===== config.mk =====
export PLATFORM = sky130hd
export DESIGN_NAME = rf_wb_arbiter
export DESIGN_NICKNAME = d
export VERILOG_FILES = /design/src/rtl/rf_wb_arbiter.sv
export SDC_FILE = /design/constraint.sdc
export NUM_CORES = 1
export LEC_CHECK = 0
export BUFFER_PORTS_ARGS = -buffer_cell sky130_fd_sc_hd__buf_2
export CELL_PAD_IN_SITES_DETAIL_PLACEMENT = 1
export CELL_PAD_IN_SITES_GLOBAL_PLACEMENT = 2
export CORE_MARGIN = 1.5
export CORE_UTILIZATION = 20
export CTS_BUF_LIST = sky130_fd_sc_hd__clkbuf_4 sky130_fd_sc_hd__clkbuf_8 sky130_fd_sc_hd__clkbuf_16
export CTS_CLUSTER_SIZE = 20
export DETAILED_ROUTE_END_ITERATION = 12
export PLACE_DENSITY = 0.86
export SKIP_LAST_GASP = 1
export SLEW_MARGIN = 10
export SYNTH_ARGS = -nofsm -noshare
export SYNTH_HDL_FRONTEND = slang
export SYNTH_SLANG_ARGS = --single-unit

===== constraint.sdc =====
create_clock -name Clk -period 3.1 [get_ports Clk]
set_input_delay 0.62 -clock Clk [delete_from_list [all_inputs] [get_ports Clk]]
set_output_delay 0.62 -clock Clk [all_outputs]
set_load 0.01 [all_outputs]

===== src/rtl/rf_wb_arbiter.sv =====
// Register-file write-back arbiter: three requesters share one RF write
// port by round-robin; $0 writes are acknowledged and dropped.
module rf_wb_arbiter #(
    parameter int         NREQ    = 3,
    parameter logic [1:0] PTR_RST = 2'd0
) (
    input  logic            Clk,
    input  logic            Reset,
    input  logic [NREQ-1:0] Req,
    input  logic [4:0]      A3_0,
    input  logic [4:0]      A3_1,
    input  logic [4:0]      A3_2,
    input  logic [31:0]     WD_0,
    input  logic [31:0]     WD_1,
    input  logic [31:0]     WD_2,
    input  logic [31:0]     PC_0,
    input  logic [31:0]     PC_1,
    input  logic [31:0]     PC_2,
    output logic [NREQ-1:0] Gnt,
    output logic [4:0]      A3,
    output logic [31:0]     WD,
    output logic [31:0]     PC,
    output logic            RFWr,
    output logic            Stall,
    output logic [1:0]      Ptr
);

    logic [2:0]  zero;
    logic [2:0]  elig;
    logic [2:0]  win_oh;
    logic [1:0]  ptr_eff;
    logic [4:0]  nxt_a3;
    logic [31:0] nxt_wd;
    logic [31:0] nxt_pc;
    logic [1:0]  nxt_ptr;

    assign zero    = {A3_2 == 5'd0, A3_1 == 5'd0, A3_0 == 5'd0};
    assign elig    = Req & ~zero;
    assign ptr_eff = (Ptr == 2'd3) ? 2'd0 : Ptr;

    // Round-robin pick: first eligible index scanning from the pointer.
    always_comb begin
        win_oh = 3'b000;
        case (ptr_eff)
            2'd1: begin
                if (elig[1])      win_oh = 3'b010;
                else if (elig[2]) win_oh = 3'b100;
                else if (elig[0]) win_oh = 3'b001;
            end
            2'd2: begin
                if (elig[2])      win_oh = 3'b100;
                else if (elig[0]) win_oh = 3'b001;
                else if (elig[1]) win_oh = 3'b010;
            end
            default: begin
                if (elig[0])      win_oh = 3'b001;
                else if (elig[1]) win_oh = 3'b010;
                else if (elig[2]) win_oh = 3'b100;
            end
        endcase
    end

    assign Gnt   = (Req & zero) | win_oh;
    assign Stall = |(Req & ~Gnt);

    // Select the winner's write and the pointer slot after it.
    always_comb begin
        nxt_a3  = A3;
        nxt_wd  = WD;
        nxt_pc  = PC;
        nxt_ptr = Ptr;
        unique case (1'b1)
            win_oh[0]: begin
                nxt_a3  = A3_0;
                nxt_wd  = WD_0;
                nxt_pc  = PC_0;
                nxt_ptr = 2'd1;
            end
            win_oh[1]: begin
                nxt_a3  = A3_1;
                nxt_wd  = WD_1;
                nxt_pc  = PC_1;
                nxt_ptr = 2'd2;
            end
            win_oh[2]: begin
                nxt_a3  = A3_2;
                nxt_wd  = WD_2;
                nxt_pc  = PC_2;
                nxt_ptr = 2'd0;
            end
            default: begin
                nxt_a3  = A3;
                nxt_wd  = WD;
                nxt_pc  = PC;
                nxt_ptr = Ptr;
            end
        endcase
    end

    // RF write port register; reset drops any pending write at once.
    always_ff @(posedge Clk or negedge Reset) begin
        if (!Reset) begin
            RFWr <= 1'b0;
            A3   <= 5'd0;
            WD   <= 32'd0;
            PC   <= 32'd0;
            Ptr  <= PTR_RST;
        end else begin
            RFWr <= |win_oh;
            A3   <= nxt_a3;
            WD   <= nxt_wd;
            PC   <= nxt_pc;
            Ptr  <= nxt_ptr;
        end
    end

endmodule


==> results.py <==
metrics = {
    "timing": {
        "min_period_ns": 2.946,
        "relSlewSlack_pct": 59.18,
        "tns_ns": 0,
        "post-route-period-util_pct": 95.03,
        "final-setup-viol-count": 0,
        "grt_setup_unrepaired": "no",
        "slew_viol_final": 0,
        "worst_pin_slew_ns": 0.6087,
        "max_freq_ghz": 0.3394,
        "timing.final.hold_violations": 0,
        "clock-skew-final_ns": 0.008565,
    },
    "power_and_ir_drop": {
        "power_density_mw_per_mm2": 1146,
        "vdd_drop_max_mv": 0.4938,
        "p_leak_uw": 0.002807,
    },
    "placement": {
        "place_inst": 930,
        "dpl_cell_area_mm2": 0.005575,
        "routabilityCongestion": 0.7820,
        "hpwl_um": 11850,
        "portBuffers": 287,
    },
    "synth": {
        "synth_area_leader_cell": "dfrtp_1",
        "synth_nets": 646,
        "ys_seq_area_share_pct": 47.70,
        "synth_common_cells": "nor2_1, dfrtp_1, a21oi_1",
        "post_synth.cell_area_avg_um2": 8.744,
        "ys_types": 36,
        "synth_edf_count": 0,
        "synth_seq_cells": 72,
        "ys_dominant_reg_cell": "dfrtp_1",
        "synth_top_area_share_pct": 47.70,
        "synth_cells": 432,
        "ys_warn_count": 0,
        "async_flop_share_pct": 100.0,
        "synth.area.top_cells": "dfrtp_1, a22oi_1, a21oi_1",
        "yosysMostFrequentCell": "nor2_1",
        "syn_area_mm2": 0.003777,
    },
    "clock_tree": {
        "cts_sinks": 72,
        "cts_tree": "done",
        "h-tree-depth": 3,
        "path_clk_slew_ns": 0.06,
        "cts_setup_buffers": 0,
        "cts_buffer_depth": 2,
        "insertion_delay_ns": 0.34,
        "cts_root_buffer": "clkbuf_16",
        "cts_buffers": 9,
    },
    "route": {
        "wire_per_inst_um": 16.61,
        "routed_wl_um": 15720,
        "post-route-drc-count": 0,
        "viasPerCell": 4.772,
        "ant_nets": 0,
        "drtPass1Iterations": 4,
        "vias": 4514,
        "drtIter0Drc": 134,
    },
    "layout": {
        "syn2layout_area_growth_pct": 57.17,
        "finalInstanceArea_mm2": 0.005937,
        "final_nets": 921,
        "instances_no_fill": 946,
        "utilization_pct": 31.85,
        "layout-drive-gt1-share_pct": 45.79,
        "diodes": 0,
    },
    "setup_path": {
        "critical_path_class": "reg -> out",
        "crit_path_end_kind": "output pin",
        "critPathRequiredTime_ns": 2.48,
        "worstPathArrival_ns": 2.33,
        "start_kind": "flop",
        "cp_max_fo": 4,
    },
    "outcome": {
        "status": "finished clean",
    },
    "floorplanning": {
        "die_w_um": 140.4,
        "die_h_um": 140.4,
        "std_cell_rows": 50,
        "design.die.area_mm2": 0.01972,
        "fp.coreArea_mm2": 0.01864,
        "io_pins": 288,
        "start_util_pct": 20.26,
    },
    "global_routing": {
        "grt_max_degree": 66,
        "grt_pass1_wl_um": 24700,
        "grt_overflow": 0,
        "grt.total_usage_pct": 16.01,
        "antenna_found_initial": 0,
        "first_global_vias": 4797,
    },
    "run": {
        "max-cap-violations": 0,
    },
    "worst_hold_path": {
        "hp-class": "in -> async",
    },
}
-- what timing repair did --
action                     4_1_cts  5_1_grt
gates resized for setup          0        1
hold buffers                     0        0
setup endpoints to repair        0        2
-- cell usage in the layout (no fill, tap or decap), types with 2 or more instances in the layout --
cell	netlist	layout
a21oi_1	71	70
a22oi_1	64	64
a31oi_1	5	5
a32oi_1	5	5
buf_12	0	9
buf_2	8	286
buf_4	6	4
bufinv_16	0	3
clkbuf_16	0	9
clkbuf_8	0	2
dfrtp_1	72	72
ha_1	2	2
inv_1	8	8
nand2_1	4	4
nand3_1	5	5
nor2_1	73	73
o21ai_0	62	62
o21ai_1	4	4
o221ai_1	2	2
or3_4	2	2
-- critical path, stage by stage, from the launching register on --
cell	delay, ns
dfrtp_1	0.39
inv_1	0.08
ha_1	0.24
or3b_1	0.36
o221ai_1	0.32
a21oi_1	0.21
a21oi_1	0.22
buf_2	0.17
-- report_power, final --
group / total [uW] / switching (uW) / internal [uW]
registers: 1720 / 249 / 1480
logic: 3840 / 2340 / 1500
clock network: 1240 / 411 / 829
-- flip-flops by register name, indices dropped and copies added (netlist names) --
signal,flops
WD,32
RFWr,1
PC,32
Ptr,2
A3,5
-- through the flow --
step	worst slack, ns	hold WS [ns]	total power, uW
final	0.1540	0.2313	6805
after global routing	0.003281	0.2573	7423
after CTS	0.01499	0.2329	6933
after detailed placement	0.2076	0.5102	5647
after global placement	0.2634	0.5011	5530
after floorplan	0.5874	0.3244	4028
-- metal layers --
metal	routed length [um]	GRT usage [%]	share of wire (%)	vias up
met4	464	7.313	3.0	0
li1	-	-	-	2150
met5	0	0	0	-
met3	1098	3.658	7.0	27
met2	7816	29.26	50	196
met1	6336	17.58	40	2141
-- logic make-up (layout without fill, tap and decap cells) --
kind of cell,count (synthesis),in the layout,synth area share [%]
AOI/OAI and AO/OA,224,224,36.07
adders and majority gates,2,2,0.6624
buffers and inverters,43,323,5.333
DFF,72,72,47.70
and+or+nand+nor,91,91,10.24
-- final timing paths --
| kind | start | end | slack [ns] | cells past startpoint |
|---|---|---|---|---|
| min in group Clk | WD[6] | WD[6] | 0.52 | 2 |
| worst max register to register | Ptr[1] | PC[31] | 0.41 | 9 |
| worst max-delay path | Ptr[1] | Gnt[0] | 0.15 | 7 |
| max in group asynchronous | Reset | PC[6] | 2.26 | 2 |
| worst min register to register | WD[6] | WD[6] | 0.52 | 2 |
| worst min-delay path | Reset | A3[1] | 0.23 | 1 |
-- final cells by class --
cell class                      instances  area (um^2)
Fill cell                            2272        12710
Timing Repair Buffer                  299         1642
Clock inverter                          5        102.6
Tap cell                              234        292.8
Clock buffer                           11        252.7
Sequential cell                        72         1802
Multi-Input combinational cell        317         1815
Inverter                                8        30.03
No activity file was read; power rests on OpenSTA's default activity.
